[src/rtl/uart_tx_buffered.sv]
// uart_tx_buffered: byte FIFO feeding an 8N1 serializer.
// Bytes written by the core are queued and sent LSB-first as
// start(0) + 8 data + stop(1) frames. Each bit lasts CLK_DIV clocks.
//
// Write handshake: wr_Sig is a valid strobe and the implicit ready is !full.
// A byte transfers on any clk edge where wr_Sig=1 and full=0 (full as seen
// before that edge). wr_Sig=1 while full=1 drops the byte and raises
// overflow for that single cycle.
//
// fsm_State exposes the serializer state: 0=IDLE 1=START 2=DATA 3=STOP.
module uart_tx_buffered #(
  parameter int CLK_DIV = 5208,
  parameter int DEPTH   = 16,
  parameter int ADDR_W  = 4
) (
  input  logic              clk,
  input  logic              reset,
  input  logic              wr_Sig,
  input  logic [7:0]        wr_Data,
  input  logic              tx_En,
  output logic              tx,
  output logic              busy,
  output logic              full,
  output logic              empty,
  output logic [ADDR_W:0]   count,
  output logic              overflow,
  output logic [1:0]        fsm_State
);

  typedef enum logic [1:0] {
    IDLE  = 2'd0,
    START = 2'd1,
    DATA  = 2'd2,
    STOP  = 2'd3
  } state_t;

  localparam logic [ADDR_W:0] DEPTH_L   = (ADDR_W+1)'(DEPTH);
  localparam logic [15:0]     BAUD_LAST = 16'(CLK_DIV - 1);

  // FIFO storage and bookkeeping
  logic [7:0]        mem [DEPTH];
  logic [ADDR_W-1:0] wr_ptr;
  logic [ADDR_W-1:0] rd_ptr;
  logic [ADDR_W:0]   count_nxt;
  logic              push;
  logic              pop;

  // Serializer
  state_t            state;
  logic [15:0]       baud_cnt;
  logic              baud_wrap;
  logic [2:0]        bit_idx;
  logic [7:0]        shift;
  logic              line_bit;

  assign push      = wr_Sig & ~full;
  assign baud_wrap = (baud_cnt == BAUD_LAST);
  // Pop only from IDLE or on the final STOP cycle; empty gates it so an
  // empty FIFO can never be read.
  assign pop       = ~empty & tx_En &
                     ((state == IDLE) | ((state == STOP) & baud_wrap));
  assign fsm_State = state;

  // Next occupancy: simultaneous push and pop cancel out.
  always_comb begin
    count_nxt = count;
    case ({push, pop})
      2'b10:   count_nxt = count + (ADDR_W+1)'(1);
      2'b01:   count_nxt = count - (ADDR_W+1)'(1);
      default: count_nxt = count;
    endcase
  end

  // Line level for the current state; registered into tx one cycle later.
  always_comb begin
    line_bit = 1'b1;
    case (state)
      IDLE:    line_bit = 1'b1;
      START:   line_bit = 1'b0;
      DATA:    line_bit = shift[0];
      STOP:    line_bit = 1'b1;
      default: line_bit = 1'b1;
    endcase
  end

  // FIFO data array; contents are don't-care once pointers are reset.
  always_ff @(posedge clk) begin
    if (push) mem[wr_ptr] <= wr_Data;
  end

  // FIFO pointers, occupancy flags and overflow pulse.
  always_ff @(posedge clk) begin
    if (reset) begin
      wr_ptr   <= '0;
      rd_ptr   <= '0;
      count    <= '0;
      full     <= 1'b0;
      empty    <= 1'b1;
      overflow <= 1'b0;
    end else begin
      if (push) wr_ptr <= wr_ptr + ADDR_W'(1);
      if (pop)  rd_ptr <= rd_ptr + ADDR_W'(1);
      count    <= count_nxt;
      full     <= (count_nxt == DEPTH_L);
      empty    <= (count_nxt == '0);
      overflow <= wr_Sig & full;
    end
  end

  // Frame sequencer: walks START/DATA/STOP on baud wraps, drives tx and busy.
  always_ff @(posedge clk) begin
    if (reset) begin
      state    <= IDLE;
      baud_cnt <= '0;
      bit_idx  <= '0;
      shift    <= '0;
      tx       <= 1'b1;
      busy     <= 1'b0;
    end else begin
      tx   <= line_bit;
      busy <= (state != IDLE);
      case (state)
        IDLE: begin
          baud_cnt <= '0;
          if (pop) begin
            shift <= mem[rd_ptr];
            state <= START;
          end
        end
        START: begin
          if (baud_wrap) begin
            baud_cnt <= '0;
            bit_idx  <= '0;
            state    <= DATA;
          end else begin
            baud_cnt <= baud_cnt + 16'd1;
          end
        end
        DATA: begin
          if (baud_wrap) begin
            baud_cnt <= '0;
            shift    <= {1'b0, shift[7:1]};
            if (bit_idx == 3'd7) begin
              state <= STOP;
            end else begin
              bit_idx <= bit_idx + 3'd1;
            end
          end else begin
            baud_cnt <= baud_cnt + 16'd1;
          end
        end
        STOP: begin
          if (baud_wrap) begin
            baud_cnt <= '0;
            // Back-to-back: next frame starts with no idle cycle.
            if (pop) begin
              shift <= mem[rd_ptr];
              state <= START;
            end else begin
              state <= IDLE;
            end
          end else begin
            baud_cnt <= baud_cnt + 16'd1;
          end
        end
        default: state <= IDLE;
      endcase
    end
  end

endmodule

[config.mk]
export PLATFORM = sky130hd
export DESIGN_NAME = uart_tx_buffered
export DESIGN_NICKNAME = d
export VERILOG_FILES = /design/src/rtl/uart_tx_buffered.sv
export SDC_FILE = /design/constraint.sdc
export NUM_CORES = 1
export LEC_CHECK = 0
export BUFFER_PORTS_ARGS = -buffer_cell sky130_fd_sc_hd__buf_4
export CORE_MARGIN = 10
export CORE_UTILIZATION = 55
export DETAILED_ROUTE_END_ITERATION = 12
export MAX_ROUTING_LAYER = met4
export PLACE_DENSITY = 0.76
export SLEW_MARGIN = 20
export SYNTH_ARGS = -nofsm -noshare
export SYNTH_HDL_FRONTEND = slang
export SYNTH_SLANG_ARGS = --single-unit
export TNS_END_PERCENT = 100
[constraint.sdc]
create_clock -name clk -period 3.1 [get_ports clk]
set_clock_uncertainty 0.05 [all_clocks]
set_input_delay 0.31 -clock clk [delete_from_list [all_inputs] [get_ports clk]]
set_output_delay 0.31 -clock clk [all_outputs]
set_load 0.05 [all_outputs]
==> summary.md, run 1 <==
| Metric | Value |
|---|---|
| CP max FO | 4 |
| Antenna diodes | 0 |
| ANT nets after route | 0 |
| R2R Path Start | baud_cnt[9] |
| Seq pwr share | 0.471 |
| Max-Slew Margin vs Limit | 0.407 |
| RR Endpoint | full |
| Final wirelength | roughly 14000 um |
| Max Cap Viol | 0 |
| DR vias/cell | just under 6 |
| Required time of the critical path | 3370 ps |
| Element type at the critical path start | register |
| HPWL Detailed | between 8000 and 9000 um |
| RSZ-0062 raised after global routing | true |
| Row cnt | 42 |
| Fin crit share | 0.972 |
| Top_reg_cell synth | edfxtp_1 |
| Yosys top cell area share | 0.519 |
| Largest family of logic cells by synthesized area | multiplexers |
| CP endpoint kind | register |
| Hold-fix buffers, CTS | 0 |
| CP Class | register to register |
| Outcome | completed |
| Post-route DRC | 0 |
| R2R cell count | 12 |
| P_leak | roughly 2.8 nW |
| Die area | 0.0185 mm^2 |
| Compound-cell area share of the yosys netlist | 0.0429 |
| H-tree depth | 4 |
| Synth top area cells | edfxtp_1, dfxtp_1, mux4_2 |
| Total power | 5.95 mW |
| Clk_lat worst skew | between 400 and 500 ps |
| Cells after Synth | approximately 490 |
| Synthesized-area fraction occupied by adder cells | 0.0270 |
| Worst min path class | primary input to register |
| Setup violations, final | 0 |
| Maximum VDD drop | between 0.5 and 0.6 mV |
| Ys Warns | 0 |
| Top achievable clock speed | around 330 MHz |
| Share of flip-flops with an asynchronous set or reset | 0 |
| Vias after detailed routing | ~4200 |
| Reg clk slew, reported paths | 70 ps |
| Fin nets | 557 |
| Cell Count, Final, Fillers Out | 717 |
| Tot GR Track Use | 0.166 |
| Starting Density | 0.561 |
| R2R Setup Slk | 90 ps |
| Least-Margin Pin Slew | approximately 900 ps |
| Die Y | 136 um |
| Pin count of the biggest net entering global routing | 33 |
| Register area share after synthesis | 0.657 |
| Yosys cell types | 53 |
| First-pass GRT wire length | 22400 um |
| Worst slack, placed | -49.5 ps |
| Remaining Overflow, GRT | 0 |
| Clock root cell | clkbuf_16 |
| NetSw | 1.73 mW |
| Pwr Density | 707 mW/mm^2 |
| Mapped Area | roughly 0.0074 mm^2 |
| Critical Path AT | 3290 ps |
| Worst Setup EP | full |
| Internal cell power | 4.22 mW |
| Combinational Power Share | 0.201 |
| Vias in the first global route | 4178 |
| Commonest non-fill, non-tap cell in the layout | edfxtp_1 |
| Hold path start | wr_Sig |
| DR iter-0 viols | 346 |
| Mean area per synthesized cell | 15.0 um^2 |
| Placer Congestion | ~0.89 |
| Wire per inst | 19.7 um |
| Most frequent cells in the layout | edfxtp_1, nor2_1, dfxtp_1 |
| Count of state elements after synthesis | 179 |
| Post-Place Cells | slightly below 700 |
| Sw Ratio | 0.290 |
| Fin crit period | 3010 ps |
| Number of flops mapped to enable cells by yosys | 128 |
| Final WS setup | around 86 ps |
| Synth Area in XOR/XNOR | 0.0272 |
| Number of buffers created by CTS | 17 |
| Initial antenna violation count | 0 |
| Boundary pin count | 24 |
| Core Area | 0.0132 mm^2 |
| Maximum root-to-sink buffer count | 2 |
| Sink Count | 179 |
| Port bufs | 23 |
| Syn_nets | 521 |
| Simple-Gate Fraction of Synth Area | 0.0936 |
| Clk pwr share | 0.328 |
| Crit path from | baud_cnt[9] |
| Die Wd | between 100 and 150 um |
| Multiplexer area fraction after synthesis | 0.132 |
| TritonRoute pass-1 iters | 5 |
| Final-report hold violation count | 0 |
| Layout cells sized above 1 | 0.233 |
| CTS tree | done |
| Final Max Slew Viols | 0 |
| Cell taking the most area after synthesis | edfxtp_1 |
| Area delta synth->final | 13.6% |
[kinds of logic after synthesis]
family | Yosys count
DFF | 179
and+or+nand+nor | 136
muxes | 57
AOI/OAI and AO/OA | 45
buffers and inverters | 37
xor gates and xnor gates | 23
adders and majority gates | 16
[repair_timing]
item                       CTS  global route
gates resized for setup      2             2
setup endpoints to repair    1             2
buffers inserted             0             2
pin swaps                    1             1
[critical path, cell delays in order (launching register included)]
cell and delay, ps:
dfxtp_1 340, or4_4 550, nor4_4 230, a21oi_2 120, nor2_2 120, ha_1 190
xor2_1 80, ha_2 210, and3b_1 170, o21ai_1 170, a21oi_2 100, nand3b_1 200
a2111oi_2 380
[synthesized netlist by cell type, types with 4 or more instances]
cell type and count:
nor2b_1 4, o21ai_0 5, nand2b_1 5, a221o_1 7, nand2_1 24, a21oi_1 14
and2_1 4, nor2_1 50, buf_1 4, mux4_2 32, dfxtp_1 51, ha_1 16
nor3_1 12, mux2_2 7, inv_1 9, edfxtp_1 128, nand3_1 5, clkbuf_1 18
mux2i_1 18, nand4_1 10, buf_2 4, xor2_1 20
[power by group through the flow]
stage	Combinational [mW]	Clock [mW]	Sequential [mW]
6_report	1.20	1.95	2.80
5_1_grt	1.30	2.08	2.82
4_1_cts	1.20	1.98	2.81
3_5_place_dp	1.18	0	2.86
3_3_place_gp	1.17	0	2.85
2_1_floorplan	0.733	0	2.97
[how the worst min path moves through the flow]
stage                        endpoint  cells after the start
final                        overflow                      2
after CTS                    overflow                      2
after global placement    baud_cnt[0]                      1
after floorplan             mem[0][0]                      0
after detailed placement  baud_cnt[0]                      1
after global routing         overflow                      2
[sequential cells by signal, indices dropped and copies added, names as in the netlist, named ones only]
| register | count |
|---|---|
| rd_ptr | 4 |
| baud_cnt | 16 |
| tx | 1 |
| wr_ptr | 4 |
| fsm_State | 2 |
| mem | 128 |
| shift | 8 |
| empty | 1 |
| full | 1 |
| bit_idx | 3 |
| count | 5 |
| busy | 1 |
| overflow | 1 |
[final cells by class]
class,instances,area [um^2]
clock buffer,18,429
multi-input combinational,277,2410
inverter,10,37.5
sequential,179,4870
timing repair buffer,44,343
fill,907,4780
tap,176,220
clock inverter,13,104
[through the flow]
| step | instance area (um^2) | TNS [ps] | utilization | hold WS [ps] |
|---|---|---|---|---|
| floorplan | 7410 | 0 | - | 359 |
| global placement | 7850 | 0 | 0.595 | 372 |
| detailed placement | 7850 | -49.5 | 0.595 | 386 |
| CTS | 8390 | 0 | 0.636 | 65.6 |
| global route | 8410 | -73.3 | 0.638 | 78.2 |
| finish | 8410 | 0 | 0.638 | 77.7 |
[metal layers]
metal / up-vias / track usage / share of wire
li1: 1950 / - / -
met1: 2083 / 0.200 / 0.42
met2: 103 / 0.267 / 0.51
met3: 15 / 0.0417 / 0.052
met4: 0 / 0.0586 / 0.016
met5: - / - / 0
(Power assumes the default switching activity.)
==> run 2, diff against run 1 <==
==> constraint.sdc (replaced) <==
create_clock -name clk -period 3.1 [get_ports clk]
set_clock_uncertainty 0.05 [all_clocks]
set_input_delay 0.155 -clock clk [delete_from_list [all_inputs] [get_ports clk]]
set_output_delay 0.155 -clock clk [all_outputs]
set_load 0.05 [all_outputs]
==> summary.md, run 2 (synthesis gave the netlist of run 1 again) <==
| Metric | Value |
|---|---|
| Layout cells sized above 1 | 0.233 (about the same) |
| Critical Path AT | 3240 ps (was 3290 ps) |
| Commonest non-fill, non-tap cell in the layout | edfxtp_1 (unchanged) |
| Required time of the critical path | 3380 ps (was 3370 ps) |
| DR vias/cell | 5.83 (was 5.79) |
| Crit path max-delay family | simple AND/OR/NAND/NOR gates (unchanged) |
| Placer Congestion | 0.886 (was 0.893) |
| Hold path start | wr_Data[4] (was wr_Sig) |
| Least-Margin Pin Slew | 962 ps (was 886 ps) |
| P_leak | 2.86 nW (was 2.83 nW) |
| DR iter-0 viols | 341 (was 346) |
| CP Buf/Inv Count | 0 (unchanged) |
| R2R cell count | 12 (unchanged) |
| CP Class | register to register (unchanged) |
| Number of flip-flops in the largest register | 128 (unchanged) |
| Max Cap Viol | 0 (unchanged) |
| H-tree depth | 4 (unchanged) |
| Top achievable clock speed | 338 MHz (was 332 MHz) |
| First-pass GRT wire length | 22800 um (was 22400 um) |
| R2R Setup Slk | 140 ps (was 90 ps) |
| Antenna diodes | 0 (unchanged) |
| Final core utilization | 0.644 (was 0.638) |
| Area delta synth->final | 14.7% (was 13.6%) |
| CP endpoint kind | register (unchanged) |
| Multi-input gate area in the final layout | 0.00242 mm^2 (was 0.00241 mm^2) |
| Row cnt | 42 (unchanged) |
| RSZ-0062 raised after global routing | true (unchanged) |
| RR Endpoint | full (unchanged) |
| Largest regs | mem: 128 flops, baud_cnt: 16 flops, shift: 8 flops (unchanged) |
| ANT nets after route | 0 (unchanged) |
| Final Max Slew Viols | 0 (unchanged) |
| Reg clk slew, reported paths | 70 ps (about the same) |
| Port bufs | 23 (unchanged) |
| Worst hold path stage count | 1 (was 2) |
| Final-report hold violation count | 0 (unchanged) |
| Pwr Density | 708 mW/mm^2 (was 707 mW/mm^2) |
| Final WS setup | 141 ps (was 86.0 ps) |
| TritonRoute pass-1 iters | 4 (was 5) |
| Remaining Overflow, GRT | 0 (unchanged) |
| Clock root cell | clkbuf_16 (unchanged) |
| Die Y | 136 um (unchanged) |
| Vias in the first global route | 4228 (was 4178) |
| Core Area | 0.0132 mm^2 (unchanged) |
| WHS Endpoint | mem[2][4] (was overflow) |
| Max-Slew Margin vs Limit | 0.357 (was 0.407) |
| Slowest stage cell on the critical path | or4_4 (unchanged) |
| Worst slack, placed | -10.4 ps (was -49.5 ps) |
| Die Wd | 136 um (unchanged) |
| R2R Path Start | baud_cnt[9] (unchanged) |
| Crit path from | baud_cnt[9] (unchanged) |
| Maximum VDD drop | 0.475 mV (was 0.548 mV) |
| Most frequent cells in the layout | edfxtp_1, nor2_1, dfxtp_1 (unchanged) |
| Fin crit period | 2960 ps (was 3010 ps) |
| Sink Count | 179 (unchanged) |
| Boundary pin count | 24 (unchanged) |
| Post-route DRC | 0 (unchanged) |
| Wire per inst | 20.0 um (was 19.7 um) |
| Final wirelength | 14500 um (was 14100 um) |
| Number of buffers created by CTS | 17 (unchanged) |
| Setup violations, final | 0 (unchanged) |
| Initial antenna violation count | 0 (unchanged) |
| CP max FO | 4 (unchanged) |
| Largest Register | mem (unchanged) |
| Element type at the critical path start | register (unchanged) |
| Crit-path cells | or4_4, nor4_4, a21oi_2, nor2_2, ha_2, xor2_1, ha_2, and3b_1, o21ai_1, a21oi_2, nand3b_1, a2111oi_2 (was or4_4, nor4_4, a21oi_2, nor2_2, ha_1, xor2_1, ha_2, and3b_1, o21ai_1, a21oi_2, nand3b_1, a2111oi_2) |
| Fin crit share | 0.954 (was 0.972) |
| Pin count of the biggest net entering global routing | 33 (unchanged) |
| Tot GR Track Use | 0.168 (was 0.166) |
| Clk_lat worst skew | 430 ps (about the same) |
| Vias after detailed routing | 4206 (was 4151) |
| Die area | 0.0185 mm^2 (unchanged) |
| Worst min path class | primary input to register (unchanged) |
| HPWL Detailed | 9120 um (was 8950 um) |
| Maximum root-to-sink buffer count | 2 (unchanged) |
| CTS tree | done (unchanged) |
| Crit path largest cell delay | 550 ps (about the same) |
| Outcome | completed (unchanged) |
| Register cell area after layout | 0.00487 mm^2 (about the same) |
| Fillers | 925 (was 907) |
| Starting Density | 0.561 (unchanged) |
| Fin nets | 561 (was 557) |
[run 2: layout make-up]
| class | instances | area share |
|---|---|---|
| clock buffer | 17 | 0.0501 |
| clock inverter | 15 | 0.0146 |
| inverter | 10 | 0.00442 |
| multi-input combinational | 277 | 0.285 |
| sequential | 179 | 0.574 |
| tap | 176 | 0.0259 |
| timing repair buffer | 48 | 0.0466 |
[run 2: per-layer routing]
layer  vias up  share of wire  track usage
li1       1955              -            -
met1      2112           0.43        0.202
met2       117           0.50        0.268
met3        22          0.058       0.0472
met4         0          0.015       0.0604
met5         -              0            -
[run 2: how the worst max path moves through the flow]
stage | endpoint | depth (start not counted)
global route | full | 12
finish | full | 12
global placement | full | 12
CTS | full | 12
floorplan | full | 13
detailed placement | full | 12
[run 2: stage by stage]
step	cell area, um^2	hold slack, ps	std cells	total power, mW	setup TNS [ps]
after floorplan	7410	204	493	3.70	0
after global placement	7820	339	680	4.02	0
after detailed placement	7820	348	680	4.04	-10.4
after CTS	8470	6.41	721	6.05	0
after global routing	8490	4.86	722	6.27	-17.5
final	8490	13.5	722	6.01	0
[run 2: where the power goes]
| part | total, mW | leakage (nW) | switching (mW) | internal (mW) |
|---|---|---|---|---|
| Sequential | 2.81 | 1.57 | 0.119 | 2.69 |
| Clock | 2.00 | 0.277 | 0.948 | 1.05 |
| Combinational | 1.21 | 1.01 | 0.698 | 0.510 |
| Total | 6.01 | 2.86 | 1.77 | 4.25 |
[run 2: repair_timing]
item,in CTS,in global routing
hold endpoints to repair,114,0
buffers inserted,0,1
pin swaps,0,2
endpoints found under the setup margin,1,2
gates resized for setup,2,6
hold buffers,9,0
==> run 3, diff against run 2 <==
--- a/config.mk
+++ b/config.mk
@@ -9,6 +9,7 @@
 export CORE_MARGIN = 10
 export CORE_UTILIZATION = 55
 export DETAILED_ROUTE_END_ITERATION = 12
+export HOLD_SLACK_MARGIN = 0.05
 export MAX_ROUTING_LAYER = met4
 export PLACE_DENSITY = 0.76
 export SLEW_MARGIN = 20
==> summary.md, run 3 (synthesis gave the netlist of run 1 again) <==
| Metric | Value |
|---|---|
| Setup violations, final | 0 (unchanged) |
| Required time of the critical path | 3380 ps (about the same) |
| DR vias/cell | 5.82 (was 5.83) |
| RR Endpoint | full (unchanged) |
| R2R Setup Slk | 140 ps (about the same) |
| Maximum VDD drop | 0.480 mV (was 0.475 mV) |
| Setup tns final | 0 ps (unchanged) |
| Row cnt | 42 (unchanged) |
| Sink Count | 179 (unchanged) |
| P_leak | 2.86 nW (about the same) |
| DR iter-0 viols | 291 (was 341) |
| Final wirelength | 14400 um (was 14500 um) |
| Die area | 0.0185 mm^2 (unchanged) |
| Clock root cell | clkbuf_16 (unchanged) |
| TritonRoute pass-1 iters | 4 (unchanged) |
| Critical Path AT | 3240 ps (about the same) |
| Top Usage Layer GRT | met2 (unchanged) |
| Clk_lat worst skew | 430 ps (about the same) |
| CP Class | register to register (unchanged) |
| Largest Register | mem (unchanged) |
| R2R cell count | 12 (unchanged) |
| Die Y | 136 um (unchanged) |
| Fin nets | 562 (was 561) |
| CTS tree | done (unchanged) |
| Met2 GRT Util | 0.267 (was 0.268) |
| Layout cells sized above 1 | 0.232 (was 0.233) |
| Vias in the first global route | 4225 (was 4228) |
| Remaining Overflow, GRT | 0 (unchanged) |
| Top achievable clock speed | 338 MHz (about the same) |
| Max Cap Viol | 0 (unchanged) |
| Crit path from | baud_cnt[9] (unchanged) |
| Commonest non-fill, non-tap cell in the layout | edfxtp_1 (unchanged) |
| CP endpoint kind | register (unchanged) |
| Tot GR Track Use | 0.168 (about the same) |
| Area delta synth->final | 14.8% (was 14.7%) |
| Initial antenna violation count | 0 (unchanged) |
| ANT nets after route | 0 (unchanged) |
| Boundary pin count | 24 (unchanged) |
| Wire per inst | 19.9 um (was 20.0 um) |
| CP max FO | 4 (unchanged) |
| Hold path start | tx_En (was wr_Data[4]) |
| RSZ-0062 raised after global routing | true (unchanged) |
| Element type at the critical path start | register (unchanged) |
| Worst hold path stage count | 4 (was 1) |
| Outcome | completed (unchanged) |
| Vias after detailed routing | 4205 (was 4206) |
| Placer Congestion | 0.886 (unchanged) |
| Starting Density | 0.561 (unchanged) |
| Final-report hold violation count | 0 (unchanged) |
| Maximum root-to-sink buffer count | 2 (unchanged) |
| Largest regs | mem: 128 flops, baud_cnt: 16 flops, shift: 8 flops (unchanged) |
| Least-Margin Pin Slew | 959 ps (was 962 ps) |
| Reg clk slew, reported paths | 70 ps (about the same) |
| Worst min path class | primary input to register (unchanged) |
| Core Area | 0.0132 mm^2 (unchanged) |
| Global-route met1 utilization | 0.203 (was 0.202) |
| Max-Slew Margin vs Limit | 0.358 (was 0.357) |
| Cell Count, Final, Fillers Out | 723 (was 722) |
| Post-route DRC | 0 (unchanged) |
| Number of flip-flops in the largest register | 128 (unchanged) |
| Pwr Density | 707 mW/mm^2 (was 708 mW/mm^2) |
| WHS Endpoint | fsm_State[0] (was mem[2][4]) |
| Final Max Slew Viols | 0 (unchanged) |
| WHS | 195 ps (was 13.5 ps) |
| R2R Path Start | baud_cnt[9] (unchanged) |
| Number of buffers created by CTS | 17 (unchanged) |
| Antenna diodes | 0 (unchanged) |
| Port bufs | 23 (unchanged) |
| Pin count of the biggest net entering global routing | 33 (unchanged) |
| Fin crit share | 0.954 (about the same) |
| Met3 Use GR | 0.0472 (unchanged) |
| First-pass GRT wire length | 22800 um (about the same) |
| Die Wd | 136 um (unchanged) |
| Most frequent cells in the layout | edfxtp_1, nor2_1, dfxtp_1 (unchanged) |
| HPWL Detailed | 9120 um (unchanged) |
| Post-Place Cells | 680 (unchanged) |
| H-tree depth | 4 (unchanged) |
| Fin crit period | 2960 ps (about the same) |
[run 3: worst max-delay path by stage]
| stage | end | slack, ps | depth (start not counted) |
|---|---|---|---|
| after floorplan | full | 20 | 13 |
| after global placement | full | 140 | 12 |
| after detailed placement | full | -10 | 12 |
| after CTS | full | 40 | 12 |
| after global routing | full | -20 | 12 |
| final | full | 140 | 12 |
[run 3: layer usage]
metal,wire length (um),vias up
li1,-,1959
met1,6120,2115
met2,7270,113
met3,810,18
met4,198,0
met5,0,-
[run 3: layout make-up]
| type | count | area [um^2] |
|---|---|---|
| flip-flops and latches | 179 | 4870 |
| clock inverters | 15 | 124 |
| clock buffers | 17 | 425 |
| repair buffers | 49 | 405 |
| well taps | 176 | 220 |
| fillers | 921 | 4690 |
| multi-input cells | 277 | 2420 |
| inverters | 10 | 37.5 |
[run 3: what timing repair did]
item | 4_1_cts | 5_1_grt
endpoints found under the setup margin | 1 | 2
hold buffers | 10 | 0
gates cloned | 0 | 0
setup buffers | 0 | 1
pin swaps | 0 | 2
hold endpoints to repair | 143 | 0
gates resized for setup | 2 | 6
[run 3: worst max-delay path, cell delays in order (launching register included)]
cell and delay (ps):
dfxtp_1 340, or4_4 550, nor4_4 210, a21oi_2 120, nor2_2 110, ha_2 200, xor2_1 70, ha_2 210
and3b_1 170, o21ai_1 160, a21oi_2 100, nand3b_1 200, a2111oi_2 370
[run 3: stage by stage]
step	setup slack [ps]	util	power, mW	instance area [um^2]
after detailed placement	-10.4	0.593	4.04	7820
final	141	0.644	6.01	8500
after floorplan	15.7	-	3.70	7410
after global routing	-17.5	0.644	6.28	8500
after global placement	144	0.593	4.02	7820
after CTS	36.5	0.643	6.05	8480
[run 3: report_power, final]
group / switching [mW] / internal, mW / total, mW
sequential: 0.119 / 2.69 / 2.81
clock: 0.948 / 1.05 / 2.00
combinational: 0.698 / 0.511 / 1.21
